<file path="config.mk">
export PLATFORM = sky130hd
export DESIGN_NAME = fifo_sync
export DESIGN_NICKNAME = d
export VERILOG_FILES = /design/src/rtl/fifo_pkg.sv /design/src/rtl/fifo_sync_mem.sv /design/src/rtl/fifo_sync.sv
export SDC_FILE = /design/constraint.sdc
export NUM_CORES = 1
export LEC_CHECK = 0
export CAP_MARGIN = 20
export CORE_ASPECT_RATIO = 0.8
export CORE_MARGIN = 2
export CORE_UTILIZATION = 56
export CTS_BUF_LIST = sky130_fd_sc_hd__clkbuf_4 sky130_fd_sc_hd__clkbuf_8
export DETAILED_ROUTE_END_ITERATION = 16
export PLACE_DENSITY = 0.77
export SYNTH_ARGS = -nofsm -noshare
export SYNTH_HDL_FRONTEND = slang
export SYNTH_HIERARCHICAL = 1
export SYNTH_SLANG_ARGS = --single-unit
</file>
<file path="constraint.sdc">
create_clock -name wclk -period 3 [get_ports wclk]
set_clock_uncertainty 0.15 [all_clocks]
set_input_delay 0.6 -clock wclk [delete_from_list [all_inputs] [get_ports wclk]]
set_output_delay 0.6 -clock wclk [all_outputs]
set_load 0.05 [all_outputs]
</file>
<file path="src/rtl/fifo_pkg.sv">
// Shared constants and flag bundle for the synchronous FIFO.
package fifo_pkg;

  localparam int unsigned FIFO_DATASIZE = 8;
  localparam int unsigned FIFO_ADDRSIZE = 4;

  typedef struct packed {
    logic full;
    logic empty;
    logic afull;
    logic aempty;
  } fifo_flags_t;

endpackage

</file>
<file path="src/rtl/fifo_sync_mem.sv">
// DEPTH x DATASIZE storage: write-enabled port plus a registered, resettable read port.
module fifo_sync_mem
  import fifo_pkg::*;
#(
  parameter int unsigned DATASIZE = FIFO_DATASIZE,
  parameter int unsigned ADDRSIZE = FIFO_ADDRSIZE
) (
  input  logic                wclk,
  input  logic                wrst_n,
  input  logic                we,
  input  logic [ADDRSIZE-1:0] waddr,
  input  logic [DATASIZE-1:0] wdata,
  input  logic                re,
  input  logic [ADDRSIZE-1:0] raddr,
  output logic [DATASIZE-1:0] rdata
);

  localparam int unsigned Depth = 32'd1 << ADDRSIZE;

  logic [DATASIZE-1:0] mem_q [Depth];

  // Storage is deliberately not reset; stale words are unreachable after pointer reset.
  always_ff @(posedge wclk) begin
    if (we) begin
      mem_q[waddr] <= wdata;
    end
  end

  always_ff @(posedge wclk or negedge wrst_n) begin
    if (!wrst_n) begin
      rdata <= '0;
    end else if (re) begin
      rdata <= mem_q[raddr];
    end
  end

endmodule

</file>
<file path="src/rtl/fifo_sync.sv">
// Single-clock FIFO with binary wrap-bit pointers, occupancy count and almost flags.
// Optional sticky woverflow/runderflow outputs when FIFO_SYNC_ERR_EN is defined.
module fifo_sync
  import fifo_pkg::*;
#(
  parameter int unsigned DATASIZE   = FIFO_DATASIZE,
  parameter int unsigned ADDRSIZE   = FIFO_ADDRSIZE,
  parameter int unsigned AFULL_THR  = (32'd1 << ADDRSIZE) - 32'd2,
  parameter int unsigned AEMPTY_THR = 2
) (
  input  logic                wclk,
  input  logic                wrst_n,
  input  logic                winc,
  input  logic [DATASIZE-1:0] wdata,
  input  logic                rinc,
  output logic [DATASIZE-1:0] rdata,
  output logic                wfull,
  output logic                rempty,
  output logic                walmost_full,
  output logic                ralmost_empty,
`ifdef FIFO_SYNC_ERR_EN
  output logic                woverflow,
  output logic                runderflow,
`endif
  output logic [ADDRSIZE:0]   count
);

  logic [ADDRSIZE:0] wptr_q, wptr_d;
  logic [ADDRSIZE:0] rptr_q, rptr_d;
  logic              wr_en, rd_en;
  fifo_flags_t       flags;

  always_comb begin
    flags        = '0;
    flags.empty  = (wptr_q == rptr_q);
    flags.full   = (wptr_q[ADDRSIZE] != rptr_q[ADDRSIZE]) &&
                   (wptr_q[ADDRSIZE-1:0] == rptr_q[ADDRSIZE-1:0]);
    flags.afull  = 32'(count) >= AFULL_THR;
    flags.aempty = 32'(count) <= AEMPTY_THR;
  end

  // Both requests are qualified by the pre-edge flags; no write-to-read bypass.
  assign wr_en  = winc && !flags.full;
  assign rd_en  = rinc && !flags.empty;
  assign wptr_d = wptr_q + {{ADDRSIZE{1'b0}}, wr_en};
  assign rptr_d = rptr_q + {{ADDRSIZE{1'b0}}, rd_en};

  always_ff @(posedge wclk or negedge wrst_n) begin
    if (!wrst_n) begin
      wptr_q <= '0;
      rptr_q <= '0;
    end else begin
      wptr_q <= wptr_d;
      rptr_q <= rptr_d;
    end
  end

  assign count         = wptr_q - rptr_q;
  assign wfull         = flags.full;
  assign rempty        = flags.empty;
  assign walmost_full  = flags.afull;
  assign ralmost_empty = flags.aempty;

`ifdef FIFO_SYNC_ERR_EN
  always_ff @(posedge wclk or negedge wrst_n) begin
    if (!wrst_n) begin
      woverflow  <= 1'b0;
      runderflow <= 1'b0;
    end else begin
      if (winc && flags.full) woverflow <= 1'b1;
      if (rinc && flags.empty) runderflow <= 1'b1;
    end
  end
`endif

  fifo_sync_mem #(
    .DATASIZE (DATASIZE),
    .ADDRSIZE (ADDRSIZE)
  ) u_mem (
    .wclk  (wclk),
    .wrst_n(wrst_n),
    .we    (wr_en),
    .waddr (wptr_q[ADDRSIZE-1:0]),
    .wdata (wdata),
    .re    (rd_en),
    .raddr (rptr_q[ADDRSIZE-1:0]),
    .rdata (rdata)
  );

endmodule
</file>
# --- Word level (Yosys, flattened, before mapping) ---
# Memories as Yosys holds them, arrays and structs flattened. A register that Yosys moved wholly into a read port is not among the register bits.
# Index checks and enable logic that the tools add are counted.
# Widths: inputs -> output; s select.
totals:
  mem_count: 1
  wordCells: 19
  out_inout_bits: 17
  ram_bits: 128
  register_bits: 10
  inputBits: 12
memory_table:
  columns: ["name", "words", "word_bits", "rd", "rd_clocked_by_memory_dff", "wr", "line_no", "source"]
  rows:
  - ["u_mem.mem_q", 16, 8, 1, 1, 1, "fifo_sync_mem.sv:20", "logic [DATASIZE-1:0] mem_q [Depth];"]
classes:
  eq_ne: 3
  n_mux: 2
  reduce_logical: 6
  order_cmp: 2
  n_addsub: 3
op_table:
  columns: ["op", "n"]
  rows:
  - ["$add 5x1->5", 2]
  - ["$eq 5x5->1", 1]
  - ["$ge 5x4->1 const B", 1]
  - ["$le 5x2->1 const B", 1]
  - ["$sub 5x5->5", 1]
  - ["$eq 4x4->1", 1]
  - ["$logic_and 1x1->1", 3]
  - ["$logic_not 1->1", 3]
  - ["$mux 1", 2]
  - ["$ne 1x1->1", 1]

# --- Logic depth before layout (Yosys ltp) ---
# Gate-level depths: netlist (run 1).
depth:
  depth_word: 6
  depth_mapped: 9
  ltp_nobuf: 9

# --- Modules after synthesis ---
# The synthesis (run 1) kept the hierarchy.
modules_own_cells:
  columns: ["mod", "area_each_um2", "seq_area_each_um2", "cells_per_inst", "n_inst"]
  rows:
  - ["fifo_sync_mem", 5331.4, 4043.9, 240, 1]
  - ["fifo_sync", 618.1, 250.2, 56, 1]

# --- Worst setup path after synthesis (run 1) ---
# OpenSTA, ideal clock, no wires.
synth_timing:
  path_type: "register -> output"
  startpoint: "register wptr_q[0]"
  endpoint: "output port walmost_full"
  setup_slack_ns: -0.557
  stages_incl_launch_ff: 8
  arrival_ns: 2.807
  required_time_ns: 2.250
  path_cell_list: "dfrtp_1 inv_1 ha_1 inv_1 fa_1 xor2_1 nand2_1 o32ai_2"
synth_via:
  elab_chain_cells: 2
synth_lines:
  columns: ["item", "line_no", "source"]
  rows:
  - ["start, declared", "fifo_sync.sv:28", "logic [ADDRSIZE:0] wptr_q, wptr_d;"]
  - ["start signal, assigned", "fifo_sync.sv:53", "wptr_q <= wptr_d;"]
  - ["$sub 5x5->5", "fifo_sync.sv:58", "assign count = wptr_q - rptr_q;"]
  - ["named net count[2]", "fifo_sync.sv:25", "output logic [ADDRSIZE:0] count"]
  - ["$ge 5x4->1", "fifo_sync.sv:38", "flags.afull = 32'(count) >= AFULL_THR;"]
  - ["end, declared", "fifo_sync.sv:19", "output logic walmost_full,"]
# The timed path passes the listed nets, and every way through them passes these cells.

# --- Final worst setup path (run 1) ---
layout_timing:
  startpoint: "register wptr_q[0]"
  endpoint: "output port walmost_full"
layout_via:
  elab_chain_cells: 2
layout_lines:
  columns: ["item", "line_no"]
  rows:
  - ["$sub 5x5->5", "fifo_sync.sv:58"]
  - ["$ge 5x4->1", "fifo_sync.sv:38"]
# Every way passes these cells.

==> flow_metrics.env, run 1 <==
export IMPL_status="finished, final reports clean"
export IMPL_worst_hold_slack_ns=0.374
export IMPL_dieWidth_um=119
export IMPL_syn_inst=296
export IMPL_port_buffers=28
export IMPL_post_dp_cell_area_sq_mm=0.00657
export IMPL_cp_data_arrival_time_ns=2.22
export IMPL_power_mw=8.19
export IMPL_core_sq_mm=0.0103
export IMPL_crit_fanout=3
export IMPL_avgSynthCellArea_sq_um=20.1
export IMPL_synthArstFlopShare=0.123
export IMPL_path_buf_inv=3
export IMPL_cp_cell_sequence="inv_2, ha_4, inv_2, fa_2, nand2_2, o32ai_4, buf_12"
export IMPL_synth_edff_count=128
export IMPL_slew_violations=0
export IMPL_hpwl_um=7330
export IMPL_grt_pass1_vias=3080
export IMPL_fp_dieArea_sq_mm=0.0115
export IMPL_clk_latency_ns=0.45
export IMPL_io_pins=29
export IMPL_dp_cells=474
export IMPL_clock_fmax_mhz=337
export IMPL_synth_seq_cells=146
export IMPL_nNetsFinal=377
export IMPL_crit_required_ns=2.25
export IMPL_clockBufferDepth=2
export IMPL_synth_top_cells_by_count="edfxtp_1, mux4_2, nor2_1"
export IMPL_path_class="reg -> out"
export IMPL_relSlewSlack=0.436
export IMPL_num_rows=33
export IMPL_syn_nets=317
export IMPL_setup_viol=0
export IMPL_synth_ff_type="edfxtp_1"
export IMPL_grt_usage=0.223
export IMPL_routed_via_count=2982
export IMPL_rsz0062_at_grt="true"
export IMPL_ir_worst_vdd_uv=546
export IMPL_grt_first_pass_wirelength_um=17800
export IMPL_antenna_left=0
export IMPL_switching_share=0.375
export IMPL_post_place_ws_ns=0.251
export IMPL_cts_tree="yes"
export IMPL_fin_crit_ns=2.97
export IMPL_post_drt_wl_per_cell_um=22.4
export IMPL_place_gp_congestion=0.846
export IMPL_yosysTopAreaCell="edfxtp_1"
export IMPL_end_kind="primary output"
export IMPL_instances_no_fill=509
export IMPL_cts_root_buf="clkbuf_8"
export IMPL_pwr_share_clk=0.194
export IMPL_clkTransAtPathRegs_ns=0.08
export IMPL_grt_max_degree=36
export IMPL_ys_warnings_count=6
export IMPL_syn_area_sq_mm=0.00595
export IMPL_crit_path_frequent_cell="inv_2"
export IMPL_cp_slowest_cell="fa_2"
export IMPL_firstDrtPassIters=5
export IMPL_postLayoutCellArea_sq_mm=0.00703
export IMPL_drt_iter0_drc=251
export IMPL_p_sw_mw=3.07
export IMPL_drt_total_wl_um=11400
export IMPL_tightest_slew_ns=0.844
export IMPL_pwr_share_seq=0.326
export IMPL_via_per_inst=5.86
export IMPL_internal_power_mw=5.12
export IMPL_p_leak_nw=2.41
export IMPL_slowest_delay_ns=0.59
export IMPL_max_cap_violations=0
export IMPL_synth_most_common_cell="edfxtp_1"
export IMPL_hold_class="reg -> reg"
export IMPL_synth_top_area_share=0.646
export IMPL_p_comb_frac=0.480
export IMPL_die_h_um=96.2
export IMPL_n_antenna_cell=0
export IMPL_fin_crit_sh=0.989
export IMPL_clock_sinks=146
export IMPL_worst_slack_ns=0.0329
export IMPL_area_growth_syn_to_layout_pct=18.2
export IMPL_drcViolationCount=0
export IMPL_final_hold_viol_count=0
export IMPL_numCtsBuffers=17
export IMPL_seq_area_frac_synth=0.722
export IMPL_ys_types=36
export IMPL_ys_top_cells_by_area="edfxtp_1, mux4_2, dfrtp_1, mux4_1, a221oi_2"
export IMPL_critPathTopFamily="adder cells"
export IMPL_drive_above_1_share=0.320
export IMPL_htreeDepth=4
export IMPL_grt_antenna_before_repair=0
export IMPL_overflow=0
export IMPL_start_util=0.579
export IMPL_startpoint_type="register"
export IMPL_powerDensity_mw_per_mm2=1160
[per-layer routing]
layer  up-vias  global-route usage  part of all wire
li1       1323                   -                 -
met1      1529               0.322              0.44
met2       113               0.326              0.46
met3        17              0.0746             0.083
met4         0              0.0685             0.012
met5         -                   0                 0
[path summary, 6_finish.rpt]
path                           start  cells after the start  slack (ns)           endpoint
setup / recovery           wptr_q[0]                      7        0.03       walmost_full
min in group asynchronous     wrst_n                      1        0.49     u_mem/rdata[0]
setup reg to reg           wptr_q[3]                      7        0.25  u_mem/mem_q[0][3]
max in group asynchronous     wrst_n                      1        1.64          rptr_q[2]
hold / removal             rptr_q[4]                      1        0.37          rptr_q[4]
hold reg to reg            rptr_q[4]                      1        0.37          rptr_q[4]
[cells by family (layout without fill, tap and decap cells)]
group                      after synthesis  count (layout)  share of synthesized area
DFF                                    146             146                      0.722
and+or+nand+nor                         50              50                     0.0423
xor gates and xnor gates                 8               8                     0.0130
buffers and inverters                   20              93                     0.0254
adders and majority gates                9               9                     0.0202
muxes                                   40              40                      0.138
AOI/OAI and AO/OA                       23              23                     0.0389
[flip-flops by register name, indices dropped and copies added (netlist names)]
| register | cells |
|---|---|
| rptr_q | 5 |
| u_mem/mem_q | 128 |
| u_mem/rdata | 8 |
| wptr_q | 5 |
[cells in the final DEF (no fill, tap or decap), types with 6 or more instances in the layout]
| master | count |
|---|---|
| inv_6 | 6 |
| buf_12 | 9 |
| ha_1 | 7 |
| a221oi_2 | 8 |
| o22ai_1 | 7 |
| edfxtp_1 | 128 |
| mux2i_1 | 8 |
| mux4_1 | 6 |
| clkdlybuf4s50_1 | 19 |
| buf_4 | 27 |
| dfrtp_1 | 16 |
| nand3_1 | 6 |
| nor2_1 | 23 |
| mux4_2 | 26 |
| clkbuf_8 | 17 |
[layout make-up]
cell class                 count  area (sq um)
timing repair buffer          55           573
sequential                   146          4300
fill                         648          3250
clock inverter                14           175
tap                          140           175
inverter                       6          22.5
clock buffer                  18           241
multi-input combinational    130          1550
[stage by stage]
stage,utilization,setup TNS [ns]
after global placement,0.639,0
after floorplan,-,-0.740
after global routing,0.684,-0.109
final,0.684,0
after detailed placement,0.639,0
after CTS,0.681,-0.00242
[what timing repair did]
item,CTS,global route
buffers inserted,2,1
setup endpoints to repair,3,2
pin swaps,0,4
gates resized for setup,3,7
hold buffers,0,0
[power groups by stage]
stage | logic, mW | registers, mW | clock network, mW
2_1_floorplan | 2.34 | 2.88 | 0
3_3_place_gp | 3.73 | 2.70 | 0
3_5_place_dp | 3.78 | 2.72 | 0
4_1_cts | 3.88 | 2.67 | 1.61
5_1_grt | 4.16 | 2.70 | 1.70
6_report | 3.93 | 2.67 | 1.59
(Power assumes the default switching activity.)
==> inputs of run 2 (changes only) <==
--- a/config.mk
+++ b/config.mk
@@ -10,6 +10,7 @@
 export CORE_MARGIN = 2
 export CORE_UTILIZATION = 56
 export CTS_BUF_LIST = sky130_fd_sc_hd__clkbuf_4 sky130_fd_sc_hd__clkbuf_8
+export CTS_CLUSTER_DIAMETER = 100
 export DETAILED_ROUTE_END_ITERATION = 16
 export PLACE_DENSITY = 0.77
 export SYNTH_ARGS = -nofsm -noshare
==> results of run 2 <==
No change in the layout: final DEF, timing and power equal those of run 1.
